<file path="config.mk">
export PLATFORM = sky130hd
export DESIGN_NAME = max_change_log
export DESIGN_NICKNAME = d
export VERILOG_FILES = /design/src/rtl/max_change_log.sv
export SDC_FILE = /design/constraint.sdc
export NUM_CORES = 1
export LEC_CHECK = 0
export BUFFER_PORTS_ARGS = -buffer_cell sky130_fd_sc_hd__buf_2
export CAP_MARGIN = 20
export CORE_MARGIN = 10
export CORE_UTILIZATION = 30
export CTS_CLUSTER_DIAMETER = 60
export DETAILED_ROUTE_END_ITERATION = 8
export PLACE_DENSITY_LB_ADDON = 0.3
export SETUP_SLACK_MARGIN = 0.1
export SLEW_MARGIN = 25
export SYNTH_ARGS = -nofsm -noshare
export SYNTH_HDL_FRONTEND = slang
export SYNTH_SLANG_ARGS = --single-unit
</file>
<file path="constraint.sdc">
create_clock -name clk -period 3.7 [get_ports clk]
set_clock_uncertainty 0.15 [all_clocks]
set_input_delay 0.185 -clock clk [delete_from_list [all_inputs] [get_ports clk]]
set_output_delay 0.185 -clock clk [all_outputs]
set_load 0.05 [all_outputs]
</file>
<file path="src/rtl/max_change_log.sv">
// max_change_log: watches the tracker's per-cycle dout stream and logs every
// change as {value, sample index} into a small FIFO drained by valid/ready.
// Optional feature macro: MAX_CHANGE_LOG_DIR_EN (adds out_inc per entry).
module max_change_log #(
  parameter int DATA_WIDTH = 32,
  parameter int DEPTH      = 4,
  parameter int IDX_WIDTH  = 16
) (
  input  logic                       clk,
  input  logic                       resetn,
  input  logic [DATA_WIDTH-1:0]      din,
  input  logic                       din_valid,
  output logic                       out_valid,
  input  logic                       out_ready,
  output logic [DATA_WIDTH-1:0]      out_data,
  output logic [IDX_WIDTH-1:0]       out_idx,
`ifdef MAX_CHANGE_LOG_DIR_EN
  output logic                       out_inc,
`endif
  output logic [$clog2(DEPTH):0]     count,
  output logic                       overflow
);

  localparam int PTR_W = $clog2(DEPTH);
  localparam int CNT_W = PTR_W + 1;
`ifdef MAX_CHANGE_LOG_DIR_EN
  localparam int ENTRY_W = DATA_WIDTH + IDX_WIDTH + 1;
`else
  localparam int ENTRY_W = DATA_WIDTH + IDX_WIDTH;
`endif

  logic [ENTRY_W-1:0]    mem [DEPTH];
  logic [PTR_W-1:0]      rd_ptr;
  logic [PTR_W-1:0]      wr_ptr;
  logic [PTR_W-1:0]      rd_next;
  logic [CNT_W-1:0]      count_q;
  logic [CNT_W-1:0]      count_next;
  logic [DATA_WIDTH-1:0] prev;
  logic [IDX_WIDTH-1:0]  idx;
  logic [ENTRY_W-1:0]    head_q;
  logic [ENTRY_W-1:0]    head_next;
  logic [ENTRY_W-1:0]    entry;
  logic                  evt;
  logic                  full;
  logic                  pop;
  logic                  push;
  logic                  drop;

  // Event detection, push/pop arbitration and the next head entry.
  // The head is kept in its own register so the outputs hold their last
  // value when the FIFO drains empty instead of showing a stale slot.
  always_comb begin
    evt  = din_valid && (din != prev);
    full = (count_q == CNT_W'(DEPTH));
    pop  = (count_q != '0) && out_ready;
    push = evt && (!full || pop);
    drop = evt && full && !pop;
`ifdef MAX_CHANGE_LOG_DIR_EN
    entry = {din > prev, din, idx};
`else
    entry = {din, idx};
`endif
    rd_next    = pop ? rd_ptr + 1'b1 : rd_ptr;
    count_next = count_q;
    if (push && !pop) count_next = count_q + CNT_W'(1);
    if (pop && !push) count_next = count_q - CNT_W'(1);
    head_next = head_q;
    if (count_next != '0) begin
      // rd_next meets wr_ptr with a push only when the new entry becomes head
      if (push && (rd_next == wr_ptr)) head_next = entry;
      else                             head_next = mem[rd_next];
    end
  end

  // Entry storage; contents are only observed through head_q.
  always_ff @(posedge clk) begin
    if (push) mem[wr_ptr] <= entry;
  end

  // Pointers, occupancy, head register, sample tracking and sticky overflow.
  always_ff @(posedge clk or negedge resetn) begin
    if (!resetn) begin
      rd_ptr   <= '0;
      wr_ptr   <= '0;
      count_q  <= '0;
      head_q   <= '0;
      prev     <= '0;
      idx      <= '0;
      overflow <= 1'b0;
    end else begin
      rd_ptr  <= rd_next;
      if (push) wr_ptr <= wr_ptr + 1'b1;
      count_q <= count_next;
      head_q  <= head_next;
      if (din_valid) begin
        prev <= din;
        idx  <= idx + 1'b1;
      end
      if (drop) overflow <= 1'b1;
    end
  end

  assign out_valid = (count_q != '0);
  assign count     = count_q;
  assign out_data  = head_q[IDX_WIDTH +: DATA_WIDTH];
  assign out_idx   = head_q[IDX_WIDTH-1:0];
`ifdef MAX_CHANGE_LOG_DIR_EN
  assign out_inc   = head_q[ENTRY_W-1];
`endif

endmodule

</file>
# == Yosys cells after proc, flatten, opt, wreduce, memory -nomap -nowiden ==
# Memory sizes are Yosys's and may differ from the RTL's. A register that Yosys moved wholly into a read port is not among the register bits.
# Cells that the tools add are included.
# word_totals
reg_bits,56
mem_bits_rw,192
elab_cells,33
mem_count,1
# memory_table
memory,words,word_bits,read_ports,rd_clocked_by_memory_dff,wr,line_no,source
mem,4,48,1,1,1,32,logic [ENTRY_W-1:0] mem [DEPTH];
# op_classes
add_sub_neg,5
eq_ne,2
n_mux,5
reduce_logical,14
# ops
op,n
32-bit != test,1
16-bit by 1-bit adder with 16-bit output (second input constant),1
1-bit logical AND,7
3-bit 2-to-1 mux,2
3-bit nonzero test,2
2-bit by 1-bit adder with 2-bit output (second input constant),2
1-bit zero test,4
3-bit by 1-bit adder with 3-bit output (second input constant),1
3-bit equality test (second input constant),1
3-bit by 1-bit subtractor with 3-bit output (second input constant),1
1-bit 2-to-1 mux,2
2-bit 2-to-1 mux,1
1-bit logical OR,1

# == Logic depth before layout (Yosys ltp) ==
# Gate-level depths: netlist (run 1).
# depth
ltp_word,8
ltp_mapped,11

# == Least setup slack after synthesis (run 1) ==
# Ideal clock, no wire load.
# synth_timing
kind,register to register
startpoint,reg count_q[0] (netlist: count[0])
endpoint,mem mem[0][0] (netlist name) (enable)
arrival_time_ns,3.415
t_required_ns,3.096
slack_ns,-0.319
stages_incl_launch_ff,6
n_path_buf,0
synth_period_minus_slack_ns,4.019
cell_sequence,dfrtp_1 -> inv_1 -> ha_1 -> nand2_1 -> o21ai_1 -> nor2_1
# synth_via
elab_chain_cells,6
# synth_lines
item,line_no,source
start: declaration,36,logic [CNT_W-1:0] count_q;
start signal: assignment,93,count_q <= count_next;
3-bit equality test / 3-bit nonzero test (equally long branches),"54, 55",
1-bit zero test / 1-bit logical AND (equally long branches),"56, 55",
1-bit logical OR *,56,push = evt && (!full || pop);
1-bit logical AND *,56,
1-bit 2-to-1 mux *,77,if (push) mem[wr_ptr] <= entry;
1-bit 2-to-1 mux (not written as such) *,77,
end: declaration,32,
# Mark *: on every way between the ends. The rest lies on a longest branch, timed or not.

# == Worst setup path after layout (run 1) ==
# layout_timing
startpoint,reg count_q[1] (netlist: count[1])
endpoint,reg head_q[30] (read register of mem)
# layout_via
elab_chain_cells,8
# layout_lines
item,line_no,source
3-bit equality test / 3-bit nonzero test (equally long branches),"54, 55",
1-bit zero test / 1-bit logical AND (equally long branches),"56, 55",
1-bit logical OR,56,
1-bit logical AND,56,
1-bit logical AND / 1-bit zero test (equally long branches),"65, 66",
3-bit 2-to-1 mux / 1-bit logical AND (equally long branches),"65, 66",
3-bit 2-to-1 mux,66,if (pop && !push) count_next = count_q - CNT_W'(1);
3-bit nonzero test,68,if (count_next != '0) begin
end: declaration,40,logic [ENTRY_W-1:0] head_q;
# Parallel ways exist; a longest one is shown, timed or not.
# A chain may end at the register's enable or synchronous reset.

==> results of run 1 <==
==> worst max-delay path: stages (launching register included) <==
cell      delay (ps)
dfrtp_1          400
inv_1            150
ha_1             270
nand2b_1         130
nand3_1          190
xor2_4           170
buf_4            660
mux4_2           440
mux2_2           270
mux2_2           250
==> layout make-up <==
| type | instances | area, um2 |
|---|---|---|
| fill | 3707 | 25010 |
| sequential | 296 | 8368 |
| multi-input combinational | 306 | 3674 |
| timing repair buffer | 146 | 1061 |
| clock buffer | 50 | 983.4 |
| tap | 525 | 656.9 |
| clock inverter | 14 | 121.4 |
| inverter | 10 | 37.54 |
==> worst paths after layout <==
path	slack, ps	end	startpoint
max	460	head_q[30]	count[1]
min in group clk	50	overflow	out_ready
max reg2reg	460	head_q[30]	count[1]
min reg2reg	330	overflow	overflow
min	40	head_q[35]	resetn
max in group asynchronous	2670	head_q[20]	resetn
==> sequential cells by signal (all words and copies together), names as in the netlist <==
| signal | cells |
|---|---|
| count | 3 |
| head_q | 48 |
| idx | 16 |
| mem | 192 |
| overflow | 1 |
| prev | 32 |
| rd_ptr | 2 |
| wr_ptr | 2 |
==> timing repair <==
item | in CTS | in global routing
setup endpoints to repair | 0 | 40
buffers inserted | 0 | 2
hold buffers | 33 | 0
endpoints found under the hold margin | 232 | 0
==> logic make-up (layout without fill, tap and decap cells) <==
logic type	count (synthesis)	after routing	synth area share (%)
compound gates	11	11	0.8541
mux	180	180	21.71
xor+xnor	53	53	3.879
fa+ha+maj	8	8	0.8232
flops	296	296	68.82
buf+inv	36	220	1.554
simple gates	54	54	2.356
==> where the power goes <==
group	switching (mW)	internal (mW)
logic	3.24	2.88
clock network	1.32	1.94
registers	0.407	4.49
total	4.97	9.31
==> through the flow <==
step | util (%) | area, um2 | power (mW) | hold slack, ps | cells
2_1_floorplan | - | 12160 | 9.600 | -260.6 | 638
3_3_place_gp | 33.65 | 13430 | 11.12 | 245.0 | 1247
3_5_place_dp | 33.65 | 13430 | 11.20 | 242.6 | 1247
4_1_cts | 37.25 | 14870 | 14.56 | 12.65 | 1344
5_1_grt | 37.33 | 14900 | 15.08 | 56.46 | 1347
6_report | 37.33 | 14900 | 14.28 | 43.05 | 1347
==> cells in the final DEF (no fill, tap or decap), types with 3 or more instances in the layout <==
cell type,n
buf_12,8
clkinv_1,3
xnor2_1,14
nor2_1,6
mux2_2,110
dfrtp_1,104
clkbuf_8,3
inv_1,10
clkbuf_1,11
xor2_1,37
nand4_1,4
buf_4,18
and3_1,4
buf_2,87
mux4_2,48
dlygate4sd3_1,33
clkbuf_16,36
nor2_4,4
nand3_1,7
mux2_4,20
nor4_1,8
nand2_1,14
clkinv_2,4
ha_1,8
inv_6,3
edfxtp_1,192
==> metal layers <==
metal  vias to the layer above  global-route usage [%]
li1                       2783                       -
met1                      3256                   14.73
met2                       103                   17.74
met3                        35                   2.201
met4                         0                   2.642
met5                         -                       0
==> summary.md, run 1 <==
| Metric | Value |
|---|---|
| Min-delay worst type | input pin to async pin |
| Min Tclk post-route | 3243 ps |
| Max-Cap Viols | 0 |
| Dominant cells by area after synthesis | edfxtp_1 47%, dfrtp_1 21%, mux2_2 10% |
| Initial antenna violation count | 0 |
| Max Slew Vio Count | 0 |
| Yosys top cell area share | a little under half |
| Pwr dens | 958.1 mW/mm2 |
| Hold Vio Cnt, Final | 0 |
| Clock Latency Late Sink | approximately 500 ps |
| GRT Residual Overflow | 0 |
| Leading area contributor after synthesis | edfxtp_1 |
| DIE AREA | between 0.04 and 0.05 mm2 |
| FF+latch count, synth | around 300 |
| Final Setup Violations | 0 |
| N_diodes | 0 |
| Core area | ~0.040 mm2 |
| Post-Route M1 WL | 12640 um |
| Clock Tree Root | clkbuf_16 |
| Mapped Cells | 638 |
| Cell with the most instances after synthesis | edfxtp_1 |
| Setup ws final | 456.8 ps |
| Critical path arrival | roughly 3500 ps |
| Period utilization | a little under 90% |
| Deepest clock path buffer count | 3 |
| P&R area growth vs syn | 22.56% |
| Critical Path RT | between 3000 and 4000 ps |
| Syn Area/Cell | 19.06 um2 |
| Pleak | 5.575 nW |
| Cts bufs inserted | 35 |
| Most frequent cells after synthesis | 192 x edfxtp_1, 110 x mux2_2, 104 x dfrtp_1 |
| Post-synth EDFFs | roughly 190 |
| Startpoint types | flip-flop |
| Port bufs | 88 |
| Rows | 73 |
| Die width | 221.3 um |
| Max_slew headroom | 45.49% |
| FF-to-FF path depth | 9 |
| Placer Congestion | between 0.7 and 0.8 |
| Die Ht | about 220 um |
| Post-synthesis sequential area ratio | 68.82% |
| VDD IR max | ~0.56 mV |
| Mapped cell area | 0.01216 mm2 |
| GRT Resource Usage Total | 10.94% |
| Drt wl/cell | 20.06 um |
| Ys async rst share | 35.14% |
| CTS tree | done |
| CP max FO | 49 |
| Primary FF master, synth | edfxtp_1 |
| Worst slack, placed | 171.4 ps |
| Met2 WL | 13010 um |
| Largest net degree at the start of global routing | between 60 and 70 |
| H-tree Lvls | 2 |
| Cts repair resizes | 0 |
| Initial Utilization | 30.46% |
| Maximum clock rate | ~300 MHz |
| Drt first pass iters | 4 |
| Top layer in use | met4 |
| Clock transition at path regs | about 60 ps |
| Antenna-violating nets left | 0 |
| Initial drt markers | 351 |
| Detailed Route WL | ~27000 um |
| Drt via density | approximately 4.6 |
| Setup Total Neg Slack | 0 ps |
| Distinct cell type count after synthesis | 38 |
| Worst Path Class, Setup | flip-flop to flip-flop |
| Ports | 89 |
| Nets@finish | approximately 840 |
| Vias | 6177 |
| CTS sink cnt | ~300 |
| Post-route DRC violation count | 0 |
| Layout cells sized above 1 | 42.94% |
| Global-route wire length before repair | 42100 um |
| Worst Setup End Kind | flip-flop |
| Met3 wire length | 1017 um |
| Outcome | finished, final reports clean |
| Vias in the first global route | 6648 |
| Final HPWL DP | 16520 um |
| Tightest Pin Transition | between 800 and 900 ps |
| Synth warn | 0 |
| Syn_nets | 682 |
| Unrepaired setup endpoints after global routing | false |
Power figures use the tool's default switching activity.
==> run 2: changes to the inputs <==
--- a/config.mk
+++ b/config.mk
@@ -5,6 +5,7 @@
 export SDC_FILE = /design/constraint.sdc
 export NUM_CORES = 1
 export LEC_CHECK = 0
+export ABC_AREA = 1
 export BUFFER_PORTS_ARGS = -buffer_cell sky130_fd_sc_hd__buf_2
 export CAP_MARGIN = 20
 export CORE_MARGIN = 10
==> summary.md, run 2 <==
| Metric | Value |
|---|---|
| Placer Congestion | between 0.7 and 0.8 |
| Finished Cell Area | around 0.016 mm2 |
| Antenna-violating nets left | 0 |
| Period utilization | about 83% |
| Largest net degree at the start of global routing | 77 |
| Setup Total Neg Slack | 0 ps |
| Cell with the most instances after synthesis | nand2_1 |
| Final HPWL DP | 20840 um |
| Post-CTS Setup Inserts | 0 |
| Worst Path Class, Setup | flip-flop to flip-flop |
| GR Util met1 | between 15 and 20% |
| Worst Setup End Kind | flip-flop |
| Max-Cap Viols | 0 |
| Initial Utilization | 30.48% |
| Nets@finish | roughly 1400 |
| Primary FF master, synth | edfxtp_1 |
| Drt first pass iters | 5 |
| Max_slew headroom | about two fifths |
| Max Slew Vio Count | 0 |
| Cts bufs inserted | 37 |
| Rows | 76 |
| Initial drt markers | about 600 |
| Detailed Route WL | 34160 um |
| Pleak | around 6.6 nW |
| Clock Latency Late Sink | 540 ps |
| Critical path arrival | 3330 ps |
| Post-synth EDFFs | 192 |
| Mapped Cells | 1242 |
| GR peak layer | met2 |
| Cts repair resizes | 0 |
| Vias in the first global route | 9057 |
| Core area | 0.04327 mm2 |
| VDD IR max | 0.4494 mV |
| Dominant cells by area after synthesis | edfxtp_1 44%, dfrtp_1 20%, nand2_1 7.9% |
| Post-synthesis sequential area ratio | 63.45% |
| Initial antenna violation count | 1 |
| CTS sink cnt | 296 |
| Area of the multi-input gates | between 0.004 and 0.005 mm2 |
| Critical Path RT | 3970 ps |
| Deepest clock path buffer count | 3 |
| Largest regs | mem x192, head_q x48, prev x32 |
| Port bufs | 88 |
| Distinct cell type count after synthesis | 34 |
| Drt wl/cell | 17.28 um |
| DIE AREA | about 0.053 mm2 |
| Leading area contributor after synthesis | edfxtp_1 |
| Commonest non-fill, non-tap cells in the layout | 277 x nand2_1, 192 x edfxtp_1, 129 x nor2_1, 104 x dfrtp_1, 97 x o21bai_1 |
| Ports | 89 |
| Clock Tree Root | clkbuf_16 |
| CTS tree | done |
| Final Setup Violations | 0 |
| CTS Hold Buffers Added | 35 |
| Die width | ~230 um |
| Pwr dens | 964.6 mW/mm2 |
| Hold Vio Cnt, Final | 0 |
| Min-delay worst type | input pin to async pin |
| Synth warn | 0 |
| N_diodes | 0 |
| Most common cell after layout, fill and taps aside | nand2_1 |
| Layout fillers | between 4000 and 5000 |
| M3 GR Usage | 2.573% |
| Min Tclk post-route | just over 3000 ps |
| Startpoint types | flip-flop |
| Syn_nets | approximately 1300 |
| GRT Residual Overflow | 0 |
| Biggest register | mem |
| Sequential Area | 0.008368 mm2 |
| Post-route DRC violation count | 0 |
| Met2 usage | 20.31% |
| Syn Area/Cell | 10.62 um2 |
| Most frequent cells after synthesis | 278 x nand2_1, 192 x edfxtp_1, 133 x nor2_1 |
| GRT Resource Usage Total | 12.90% |
| Tightest Pin Transition | 875.2 ps |
| Total power | approximately 15 mW |
| Vias | 9194 |
| Maximum clock rate | 326.7 MHz |
| H-tree Lvls | 2 |
| Ys async rst share | about a third |
| Mapped cell area | 0.01319 mm2 |
| Global-route wire length before repair | 54070 um |
| Die Ht | 229.7 um |
| FF+latch count, synth | 296 |
| P&R area growth vs syn | 20.97% |
| Yosys top cell area share | 43.72% |
| CP max FO | 17 |
| Area post-placement | 0.01438 mm2 |
| Unrepaired setup endpoints after global routing | false |
| Clock transition at path regs | about 60 ps |
| Layout cells sized above 1 | 13.94% |
| Outcome | finished, final reports clean |
| Number of flip-flops in the largest register | around 190 |
| Drt via density | between 4 and 5 |
run 2: cell count changes in the layout (fill, tap and decap cells not counted), sizes merged, moves of 48 or more:
cell    before  now
inv         13   80
nor2        10  134
o21bai       0   97
mux2       130    0
o22a         0   48
mux4        48    0
nand2       15  282
o21ai        1  119
run 2: through the flow:
step                      hold slack [ps]  setup WS [ps]  std cells  util [%]
after floorplan                    -260.6         -605.3       1242         -
after global placement              192.5          651.1       1874     33.24
after detailed placement            198.0          615.8       1874     33.24
after CTS                           190.1          583.2       1977     36.87
after global routing                240.8          355.6       1977     36.87
final                               162.9          639.2       1977     36.87
run 2: power by group:
group / internal, mW / switching [mW] / total (mW)
clock network: 2.15 / 1.44 / 3.59
logic: 2.36 / 4.57 / 6.93
registers: 4.46 / 0.402 / 4.87
total: 8.98 / 6.41 / 15.4
run 2: area by class of cell:
type | instances | share of cell area [%]
Sequential cell | 296 | 52.45
Multi-Input combinational cell | 799 | 26.58
Timing Repair Buffer | 149 | 6.823
Clock buffer | 45 | 6.509
Tap cell | 585 | 4.588
Inverter | 80 | 1.890
Clock inverter | 23 | 1.161
run 2: worst paths after layout:
check	to	from	slack (ps)	cells past startpoint
worst max-delay path	head_q[43]	prev[17]	640	17
worst min-delay path	count[1]	resetn	160	2
worst max register to register	head_q[43]	prev[17]	640	17
worst min register to register	overflow	overflow	340	1
max in group asynchronous	prev[29]	resetn	2270	3
min in group clk	mem[3][47]	din[31]	330	2
run 2: cells by family (layout without fill, tap and decap cells):
kind of cell               Yosys count  count (layout)  synth area share (%)
adders and majority gates            8               8                0.7590
DFF                                296             296                 63.45
buffers and inverters              147             297                 4.762
xor gates and xnor gates            42              42                 2.931
AOI/OAI and AO/OA                  268             268                 13.55
and+or+nand+nor                    481             481                 14.55
run 2: per-layer routing:
layer	part of all wire, %	vias up
met3	4.8	58
met1	47	4466
met2	45	188
li1	-	4480
met4	2.3	2
met5	0.020	-
run 2: critical path, stage by stage, from the launching register on:
cell,delay (ps)
dfrtp_1,400
inv_1,90
nand2_1,50
nand2_1,60
nand2_1,70
nor2_1,90
nand2_1,90
nor2_1,270
nand2_1,140
nand2_2,100
nand2_1,120
nand2_1,90
nand2_1,50
nand2_1,80
nand3_2,390
buf_4,390
o21bai_1,200
nand2_1,70
==> run 3: changes to the inputs <==
--- a/config.mk
+++ b/config.mk
@@ -5,7 +5,7 @@
 export SDC_FILE = /design/constraint.sdc
 export NUM_CORES = 1
 export LEC_CHECK = 0
-export ABC_AREA = 1
+export ABC_AREA = 0
 export BUFFER_PORTS_ARGS = -buffer_cell sky130_fd_sc_hd__buf_2
 export CAP_MARGIN = 20
 export CORE_MARGIN = 10
==> constraint.sdc (replaced) <==
create_clock -name clk -period 2.5 [get_ports clk]
set_clock_uncertainty 0.15 [all_clocks]
set_input_delay 0.125 -clock clk [delete_from_list [all_inputs] [get_ports clk]]
set_output_delay 0.125 -clock clk [all_outputs]
set_load 0.05 [all_outputs]
==> summary.md, run 3 (same netlist as run 1, synthesis figures left out) <==
| Metric | Value |
|---|---|
| Final Util | 42.68% |
| Clock group share of total power | around 22% |
| Worst Setup End Kind | flip-flop |
| Antenna-violating nets left | 0 |
| Critical Path RT | approximately 2700 ps |
| Port bufs | 88 |
| Critical path arrival | 3210 ps |
| Total power | 24.16 mW |
| Area of the multi-input gates | 0.003821 mm2 |
| Final Setup Violations | around 240 |
| GRT Resource Usage Total | a little over an eighth |
| CTS tree | done |
| Largest regs | mem x192, head_q x48, prev x32 |
| Sequential power share | 29.8% |
| Min Tclk post-route | 2977 ps |
| VDD IR max | roughly 0.76 mV |
| Most used cell, CP | buf_4 |
| Largest net degree at the start of global routing | 50 |
| Deepest clock path buffer count | 3 |
| Failing checks | negative setup slack |
| Die Ht | roughly 220 um |
| Nets@finish | 966 |
| Buf/Inv on CP | 5 |
| Crit-path leading delay family | buffers and inverters |
| Period utilization | 119.1% |
| Drt wl/cell | 22.11 um |
| Final HPWL DP | 18300 um |
| Dpl cells | approximately 1300 |
| Max_slew headroom | 51.52% |
| Vias in the first global route | 7375 |
| Initial antenna violation count | 1 |
| Startpoint types | flip-flop |
| Most common cell after layout, fill and taps aside | edfxtp_1 |
| Layout cells sized above 1 | 52.74% |
| Unrepaired setup endpoints after global routing | true |
| H-tree Lvls | 2 |
| Finished Cell Area | roughly 0.017 mm2 |
| Pwr dens | between 1000 and 1500 mW/mm2 |
| Die width | 221.3 um |
| Setup ws final | -476.6 ps |
| Cts bufs inserted | 35 |
| Top layer in use | met4 |
| FF-to-FF path depth | 12 |
| Placer Congestion | 0.7572 |
| Met3 wire length | 1421 um |
| Outcome | finished with violations |
| Initial Utilization | 30.46% |
| Ports | 89 |
| Number of flip-flops in the largest register | 192 |
| CP max FO | 6 |
| Biggest register | mem |
| Drt first pass iters | 4 |
| Pleak | 6.582 nW |
| Worst Path Class, Setup | flip-flop to flip-flop |
| Switch share | 33.93% |
| GRT Residual Overflow | 0 |
| Gate power share | between 40% and 50% |
| Tightest Pin Transition | 727.2 ps |
| P_int | 15.96 mW |
| Switching power total | roughly 8 mW |
| Commonest non-fill, non-tap cells in the layout | 192 x edfxtp_1, 107 x mux2_2, 101 x dfrtp_1, 87 x buf_2, 67 x buf_4 |
| Worst-path cell with the longest stage delay | dfrtp_1 |
| CP max stage delay | 380 ps |
| Core area | 0.03991 mm2 |
| CTS sink cnt | 296 |
| Area post-placement | approximately 0.014 mm2 |
| Sequential Area | 0.008372 mm2 |
| Clock Latency Late Sink | about 530 ps |
| Max-Cap Viols | 0 |
| Max Slew Vio Count | 0 |
| Worst path cell trace | xor2_1 -> nor4_2 -> buf_4 -> nand4_1 -> buf_4 -> o211ai_1 -> buf_4 -> o32ai_4 -> o2111ai_4 -> buf_6 -> clkbuf_16 -> mux2_2 |
| Clock transition at path regs | ~60 ps |
| Rows | 73 |
| Levels on crit path | 12 |
| Drt via density | 4.628 |
| Post-Route M1 WL | 14590 um |
| Hold Vio Cnt, Final | 0 |
| Initial drt markers | 353 |
| Setup Total Neg Slack | -63480 ps |
| Min-delay worst type | input pin to async pin |
| Maximum clock rate | 335.9 MHz |
| Detailed Route WL | 32580 um |
| P&R area growth vs syn | 40.10% |
| Global-route wire length before repair | 48760 um |
| Clock Tree Root | clkbuf_16 |
| DIE AREA | 0.04898 mm2 |
| Non-filler cells, final | 1474 |
| Post-route DRC violation count | 0 |
| Met2 WL | 15940 um |
| Layout fillers | around 3500 |
| Vias | between 6000 and 7000 |
-- run 3: timing repair --
action / 4_1_cts / 5_1_grt
gates resized for setup: 69 / 13
hold endpoints to repair: 215 / 5
hold buffers: 34 / 1
pin swaps: 9 / 6
setup buffers: 37 / 8
setup endpoints to repair: 244 / 245
cloned: 25 / 3
-- run 3: power by group through the flow --
| stage | sequential, mW | clock [mW] | combinational (mW) |
|---|---|---|---|
| final | 7.19 | 5.36 | 11.6 |
| after global routing | 7.34 | 5.66 | 12.4 |
| after CTS | 7.21 | 5.46 | 11.4 |
| after detailed placement | 7.29 | 0 | 9.88 |
| after global placement | 7.26 | 0 | 9.84 |
| after floorplan | 8.71 | 0 | 5.72 |
-- run 3: layout make-up --
cell class | instances | share of cell area [%]
Sequential cell | 296 | 49.14
Multi-Input combinational cell | 307 | 22.43
Timing Repair Buffer | 272 | 17.14
Clock buffer | 45 | 5.788
Tap cell | 525 | 3.856
Clock inverter | 18 | 1.381
Inverter | 10 | 0.2497
Antenna cell | 1 | 0.01469
-- run 3: worst paths after layout --
kind / startpoint / end / slack, ps
min in group clk: din_valid / count[2] / 90
hold / removal: resetn / idx[8] / 40
setup / recovery: prev[18] / head_q[1] / -480
max in group asynchronous: resetn / head_q[43] / 1340
setup reg to reg: prev[18] / head_q[1] / -480
hold reg to reg: head_q[45] / head_q[45] / 350
-- run 3: layer usage --
layer | vias to the layer above | GRT usage (%)
met4 | 0 | 3.479
met1 | 3578 | 17.22
met2 | 148 | 21.62
met3 | 40 | 2.122
met5 | - | 0
li1 | 3056 | -
-- run 3: per-stage QoR --
step / hold slack, ps / setup slack (ps)
global route: 95.67 / -634.9
detailed placement: 82.42 / -860.7
global placement: 80.57 / -790.3
finish: 35.19 / -476.6
floorplan: -320.6 / -411.9
CTS: -266.0 / -479.9
